**src/rtl/interrupt_gateway_bank_pkg.sv**
```systemverilog
// rtl/interrupt_gateway_bank_pkg.sv - shared types and constants for the interrupt gateway bank
package interrupt_gateway_bank_pkg;

    typedef enum logic [1:0] {
        GW_IDLE   = 2'd0,
        GW_PEND   = 2'd1,
        GW_FLIGHT = 2'd2
    } gw_state_e;

    localparam int CNT_W   = 2;
    localparam int ID_NONE = 0;

endpackage

```
**src/rtl/interrupt_gateway.sv**
```systemverilog
// rtl/interrupt_gateway.sv - single-source gateway: IDLE/PEND/FLIGHT with optional edge counting
module interrupt_gateway
    import interrupt_gateway_bank_pkg::*;
#(
    parameter bit IS_EDGE = 1'b0
) (
    input  logic clock,
    input  logic reset,
    input  logic i_int,
    input  logic i_claim,
    input  logic i_complete,
    output logic o_pending
);

    gw_state_e        r_state;
    gw_state_e        w_state_nxt;
    logic [CNT_W-1:0] r_cnt;
    logic [CNT_W-1:0] w_cnt_nxt;
    logic             r_prev;
    logic             w_rise;
    logic             w_cnt_max;

    assign w_rise    = IS_EDGE && i_int && !r_prev;
    assign w_cnt_max = &r_cnt;

    always_ff @(posedge clock) begin
        if (reset) begin
            r_state <= GW_IDLE;
            r_cnt   <= '0;
            r_prev  <= 1'b0;
        end else begin
            r_state <= w_state_nxt;
            r_cnt   <= w_cnt_nxt;
            r_prev  <= i_int;
        end
    end

    // An edge coinciding with a completion that consumes a counted edge leaves the count unchanged.
    always_comb begin
        w_state_nxt = r_state;
        w_cnt_nxt   = r_cnt;
        case (r_state)
            GW_IDLE: begin
                if (IS_EDGE ? w_rise : i_int) w_state_nxt = GW_PEND;
            end
            GW_PEND: begin
                if (i_claim) w_state_nxt = GW_FLIGHT;
                if (w_rise && !w_cnt_max) w_cnt_nxt = r_cnt + CNT_W'(1);
            end
            GW_FLIGHT: begin
                if (i_complete) begin
                    if (!IS_EDGE) begin
                        w_state_nxt = i_int ? GW_PEND : GW_IDLE;
                    end else if (r_cnt != '0) begin
                        w_state_nxt = GW_PEND;
                        if (!w_rise) w_cnt_nxt = r_cnt - CNT_W'(1);
                    end else begin
                        w_state_nxt = w_rise ? GW_PEND : GW_IDLE;
                    end
                end else if (w_rise && !w_cnt_max) begin
                    w_cnt_nxt = r_cnt + CNT_W'(1);
                end
            end
            default: begin
                w_state_nxt = GW_IDLE;
                w_cnt_nxt   = '0;
            end
        endcase
    end

    always_comb begin
        o_pending = (r_state == GW_PEND);
    end

endmodule

```
**src/rtl/interrupt_gateway_bank.sv**
```systemverilog
// rtl/interrupt_gateway_bank.sv - bank of per-source gateways with claim/complete decode and priority select
module interrupt_gateway_bank
    import interrupt_gateway_bank_pkg::*;
#(
    parameter int                 NUM_SRC   = 8,
    parameter logic [NUM_SRC-1:0] EDGE_MASK = '0,
    localparam int                ID_W      = $clog2(NUM_SRC + 1)
) (
    input  logic               clock,
    input  logic               reset,
    input  logic [NUM_SRC-1:0] int_sync,
    input  logic               claim_valid,
    input  logic [ID_W-1:0]    claim_id,
    input  logic               complete_valid,
    input  logic [ID_W-1:0]    complete_id,
    output logic [NUM_SRC-1:0] pending,
    output logic               top_valid,
    output logic [ID_W-1:0]    top_id
);

    logic [NUM_SRC-1:0] w_claim_hit;
    logic [NUM_SRC-1:0] w_complete_hit;

    // IDs 0 and above NUM_SRC never match any slot, so they fall through as no-ops.
    for (genvar g = 0; g < NUM_SRC; g++) begin : g_src
        localparam logic [ID_W-1:0] SRC_ID = ID_W'(g + 1);

        assign w_claim_hit[g]    = claim_valid && (claim_id == SRC_ID);
        assign w_complete_hit[g] = complete_valid && (complete_id == SRC_ID);

        interrupt_gateway #(
            .IS_EDGE (EDGE_MASK[g])
        ) u_gw (
            .clock      (clock),
            .reset      (reset),
            .i_int      (int_sync[g]),
            .i_claim    (w_claim_hit[g]),
            .i_complete (w_complete_hit[g]),
            .o_pending  (pending[g])
        );
    end

    assign top_valid = |pending;

    always_comb begin
        top_id = ID_W'(ID_NONE);
        for (int i = NUM_SRC - 1; i >= 0; i--) begin
            if (pending[i]) top_id = ID_W'(i + 1);
        end
    end

endmodule

```
**config.mk**
```make
export PLATFORM = sky130hd
export DESIGN_NAME = interrupt_gateway_bank
export DESIGN_NICKNAME = d
export VERILOG_FILES = /design/src/rtl/interrupt_gateway_bank_pkg.sv /design/src/rtl/interrupt_gateway.sv /design/src/rtl/interrupt_gateway_bank.sv
export SDC_FILE = /design/constraint.sdc
export NUM_CORES = 1
export LEC_CHECK = 0
export ABC_AREA = 1
export CORE_MARGIN = 8
export CORE_UTILIZATION = 30
export DETAILED_ROUTE_END_ITERATION = 10
export MAX_ROUTING_LAYER = met4
export SKIP_CTS_REPAIR_TIMING = 1
export SYNTH_ARGS = -nofsm -noshare
export SYNTH_HDL_FRONTEND = slang
export SYNTH_HIERARCHICAL = 1
export SYNTH_SLANG_ARGS = --single-unit
```
**constraint.sdc**
```tcl
create_clock -name clock -period 1.47 [get_ports clock]
set_clock_uncertainty 0.1 [all_clocks]
set_input_delay 0.294 -clock clock [delete_from_list [all_inputs] [get_ports clock]]
set_output_delay 0.294 -clock clock [all_outputs]
set_load 0.03 [all_outputs]
```
==> metrics.log, run 1 <==
INFO  metric areaGrowthSynthToFinish = 92.59%
INFO  metric cts-htree-levels = 1
INFO  metric timing.critical_path.fanout_max = 2
INFO  metric core-area = 3578 sq um
INFO  metric groute.layer.met1.usage = 0.1261
INFO  metric asyncSetResetFlopFracSynth = 0
INFO  metric inserted_diodes = 0
INFO  metric synth_cell_types = 14
INFO  metric hold_path_class = in -> reg
INFO  metric worst-endpoint-required = 1.08 ns
INFO  metric synth_enable_flop_cells = 0
INFO  metric critical_path_buf_inv_count = 4
INFO  metric most_used_routing_layer_in_global_routing = met2
INFO  metric drt_pass1_iterations = 4
INFO  metric cts_sinks = 16
INFO  metric syn-instance-count = 190
INFO  metric average_cell_area_after_synthesis = 5.775 sq um
INFO  metric netlist_area = 1097 sq um
INFO  metric postSynthRegisterBits = 16
INFO  metric place.detailed.hpwl = 2719 microns
INFO  metric cp_data_arrival_time = 1.46 ns
INFO  metric report.final.slew_viol_count = 0
INFO  metric finalInstanceArea = 2113 sq um
INFO  metric cts.root.buffer_cell = clkbuf_4
INFO  metric via_count_of_the_routed_design = 1340
INFO  metric vias_in_the_first_global_route = 1336
INFO  metric fillerInstances = 327
INFO  metric finalSetupViolCount = 6
INFO  metric critical-path-top-delay-family = simple AND/OR/NAND/NOR gates
INFO  metric final_net_count = 299
INFO  metric tritoncts = yes
INFO  metric cts.clk_slew.worst_paths = 0.10 ns
INFO  metric fmax = 538.4 MHz
INFO  metric post_synth_most_frequent_cells = inv_1 (47), nand2_1 (42), nor2_1 (33)
INFO  metric violations = negative setup slack
INFO  metric gr-total-overflow = 0
INFO  metric grt_pass1_wl = 5520 microns
INFO  metric critical_path.slowest_cell = dfxtp_2
INFO  metric maxCapViolCount = 0
INFO  metric largest-register = g_src.u_gw/r_state
INFO  metric worst_path_largest_cell_delay = 0.35 ns
INFO  metric largest_reg_flops = 16
INFO  metric timing.critical_path.to_type = output port
INFO  metric period_needed = 1.857 ns
INFO  metric ys_dominant_reg_cell = dfxtp_1
INFO  metric ys_seq_area_frac = 0.2919
INFO  metric post-synth-top-count-cell = inv_1
INFO  metric placement.cell_area = 1941 sq um
INFO  metric synth_top_cell_by_area = dfxtp_1
INFO  metric detail_route.vias_per_cell = 4.110
INFO  metric netlist.area_leader.share = 0.2919
INFO  metric clock_insertion_delay_worst_skew = 0.29 ns
INFO  metric vdd_ir_drop_max = 0.3040 mV
INFO  metric maxSlewHeadroom = 0.8047
INFO  metric routability_congestion = 0.7736
INFO  metric boundaryPins = 33
INFO  metric fin_util = 0.5906
INFO  metric pwr_density_cell = 677.4 nW/um^2
INFO  metric route.detailed.wl_per_inst = 10.28 microns
INFO  metric synthesis.yosys.warnings = 6
INFO  metric worst-slew-pin-transition = 0.2902 ns
INFO  metric final_layout_size_suffix_gt1_frac = 0.4496
INFO  metric drc_errors = 0
INFO  metric dieHeight = 76.48 microns
INFO  metric dp_slack = -0.3901 ns
INFO  metric grt_antenna_before_repair = 0
INFO  metric timing.critical_path.mode_cell = nand2_1
INFO  metric initial_core_util = 0.3066
INFO  metric cts_max_path_buffers = 2
INFO  metric iteration_0_drc_markers = 42
INFO  metric layout_setup_ws = -0.3874 ns
INFO  metric grt.met3_usage = 0.01651
INFO  metric largest_net_degree_at_the_start_of_global_routing = 17
INFO  metric num_cts_buffers = 3
INFO  metric top_regs = g_src.u_gw/r_state x16
INFO  metric status = finished, violations left
INFO  metric grt_usage = 0.1144
INFO  metric power.static_leakage = 0.001034 uW
INFO  metric crit_type = reg -> out
INFO  metric final-hold-violation-count = 0
INFO  metric grt_setup_unrepaired = yes
INFO  metric setup.worst_path.start_class = flop
INFO  metric detail-route-antenna-nets = 0
INFO  metric grt.met2_usage = 0.1979
INFO  metric die-area = 5849 sq um
INFO  metric critical_path.cell_chain = inv_2 > nor2_4 > buf_6 > inv_2 > nand2_1 > nand2_1 > nand2_1 > nand2_2 > nand2_2 > nand2_4 > buf_6
INFO  metric synth_nets = 210
INFO  metric total_power = 1432 uW
INFO  metric numPortBuffers = 32
INFO  metric core.rowCount = 22
INFO  metric horizontal_die_dimension = 76.48 microns
INFO  metric post-route-period-util = 1.264
INFO  metric detail_route.wirelength = 3352 microns
INFO  metric yosys-top-cells-area = dfxtp_1 (29%), inv_1 (16%), nand2_1 (14%)
[placed cells by master (no fill, tap or decap)]
cell,n
nor4_1,2
a21oi_1,8
clkbuf_4,3
buf_2,1
dfxtp_2,10
nor2_4,12
nand3_2,1
nand3b_2,8
nor2_2,4
nand2_1,37
a21oi_4,1
nand2_4,2
inv_2,12
inv_1,43
a31oi_4,1
nand2_2,4
nand3_1,18
buf_4,44
clkdlybuf4s50_1,19
buf_6,19
nor3_4,1
buf_12,1
dfxtp_1,6
clkbuf_8,1
nor2_1,20
[cells by family after synthesis]
logic type | share of synthesized area
buffers and inverters | 0.1881
AO/OA/AOI/OAI | 0.04675
AND/OR/NAND/NOR | 0.4732
flip-flops | 0.2919
[area by class of cell]
| type | count | area (sq um) | share of cell area |
|---|---|---|---|
| repair buffers | 84 | 759.5 | 0.3594 |
| inverters | 55 | 206.4 | 0.09769 |
| clock buffers | 4 | 36.28 | 0.01717 |
| well taps | 48 | 60.06 | 0.02842 |
| flip-flops and latches | 16 | 332.8 | 0.1575 |
| multi-input cells | 119 | 718.2 | 0.3398 |
[routing by layer]
| metal | wire (microns) | vias to the layer above |
|---|---|---|
| met3 | 115 | 4 |
| met5 | 0 | - |
| met1 | 1503 | 574 |
| met4 | 46 | 0 |
| met2 | 1686 | 23 |
| li1 | - | 739 |
[path summary, 6_finish.rpt]
path	to	slack [ns]	from	depth (start not counted)
worst min register to register	g_src[1].u_gw/r_state[1]	0.52	g_src[1].u_gw/r_state[0]	3
worst max-delay path	top_id[0]	-0.39	g_src[5].u_gw/r_state[0]	11
worst max register to register	g_src[5].u_gw/r_state[0]	0.43	g_src[5].u_gw/r_state[0]	6
worst min-delay path	g_src[4].u_gw/r_state[0]	0.50	int_sync[4]	5
[tightest hold or removal path, stage by stage]
cell and delay (ns):
clkdlybuf4s50_1 0.39, nand2_1 0.06, nand2_1 0.04, inv_1 0.04, nor2_1 0.03
[where the power goes]
group / internal [uW] / total (uW) / switching (uW) / leakage [uW]
registers: 458 / 472 / 13.8 / 0.000134
clock network: 151 / 302 / 152 / 0.0000210
logic: 337 / 657 / 320 / 0.000879
[per-stage QoR]
| stage | hold slack (ns) | std cells | setup TNS (ns) |
|---|---|---|---|
| floorplan | 0.2631 | 190 | -0.05536 |
| global placement | 0.5062 | 319 | -2.832 |
| detailed placement | 0.5103 | 319 | -3.206 |
| CTS | 0.5008 | 323 | -2.519 |
| global route | 0.5132 | 326 | -2.173 |
| finish | 0.4975 | 326 | -1.612 |
Power figures use the tool's default switching activity.
==> run 2: changes to the inputs <==
--- a/config.mk
+++ b/config.mk
@@ -8,6 +8,7 @@
 export ABC_AREA = 1
 export CORE_MARGIN = 8
 export CORE_UTILIZATION = 30
+export CTS_BUF_LIST = sky130_fd_sc_hd__clkbuf_4 sky130_fd_sc_hd__clkbuf_8 sky130_fd_sc_hd__clkbuf_16
 export DETAILED_ROUTE_END_ITERATION = 10
 export MAX_ROUTING_LAYER = met4
 export SKIP_CTS_REPAIR_TIMING = 1
==> results of run 2 <==
No change in the layout: final DEF, timing and power equal those of run 1.
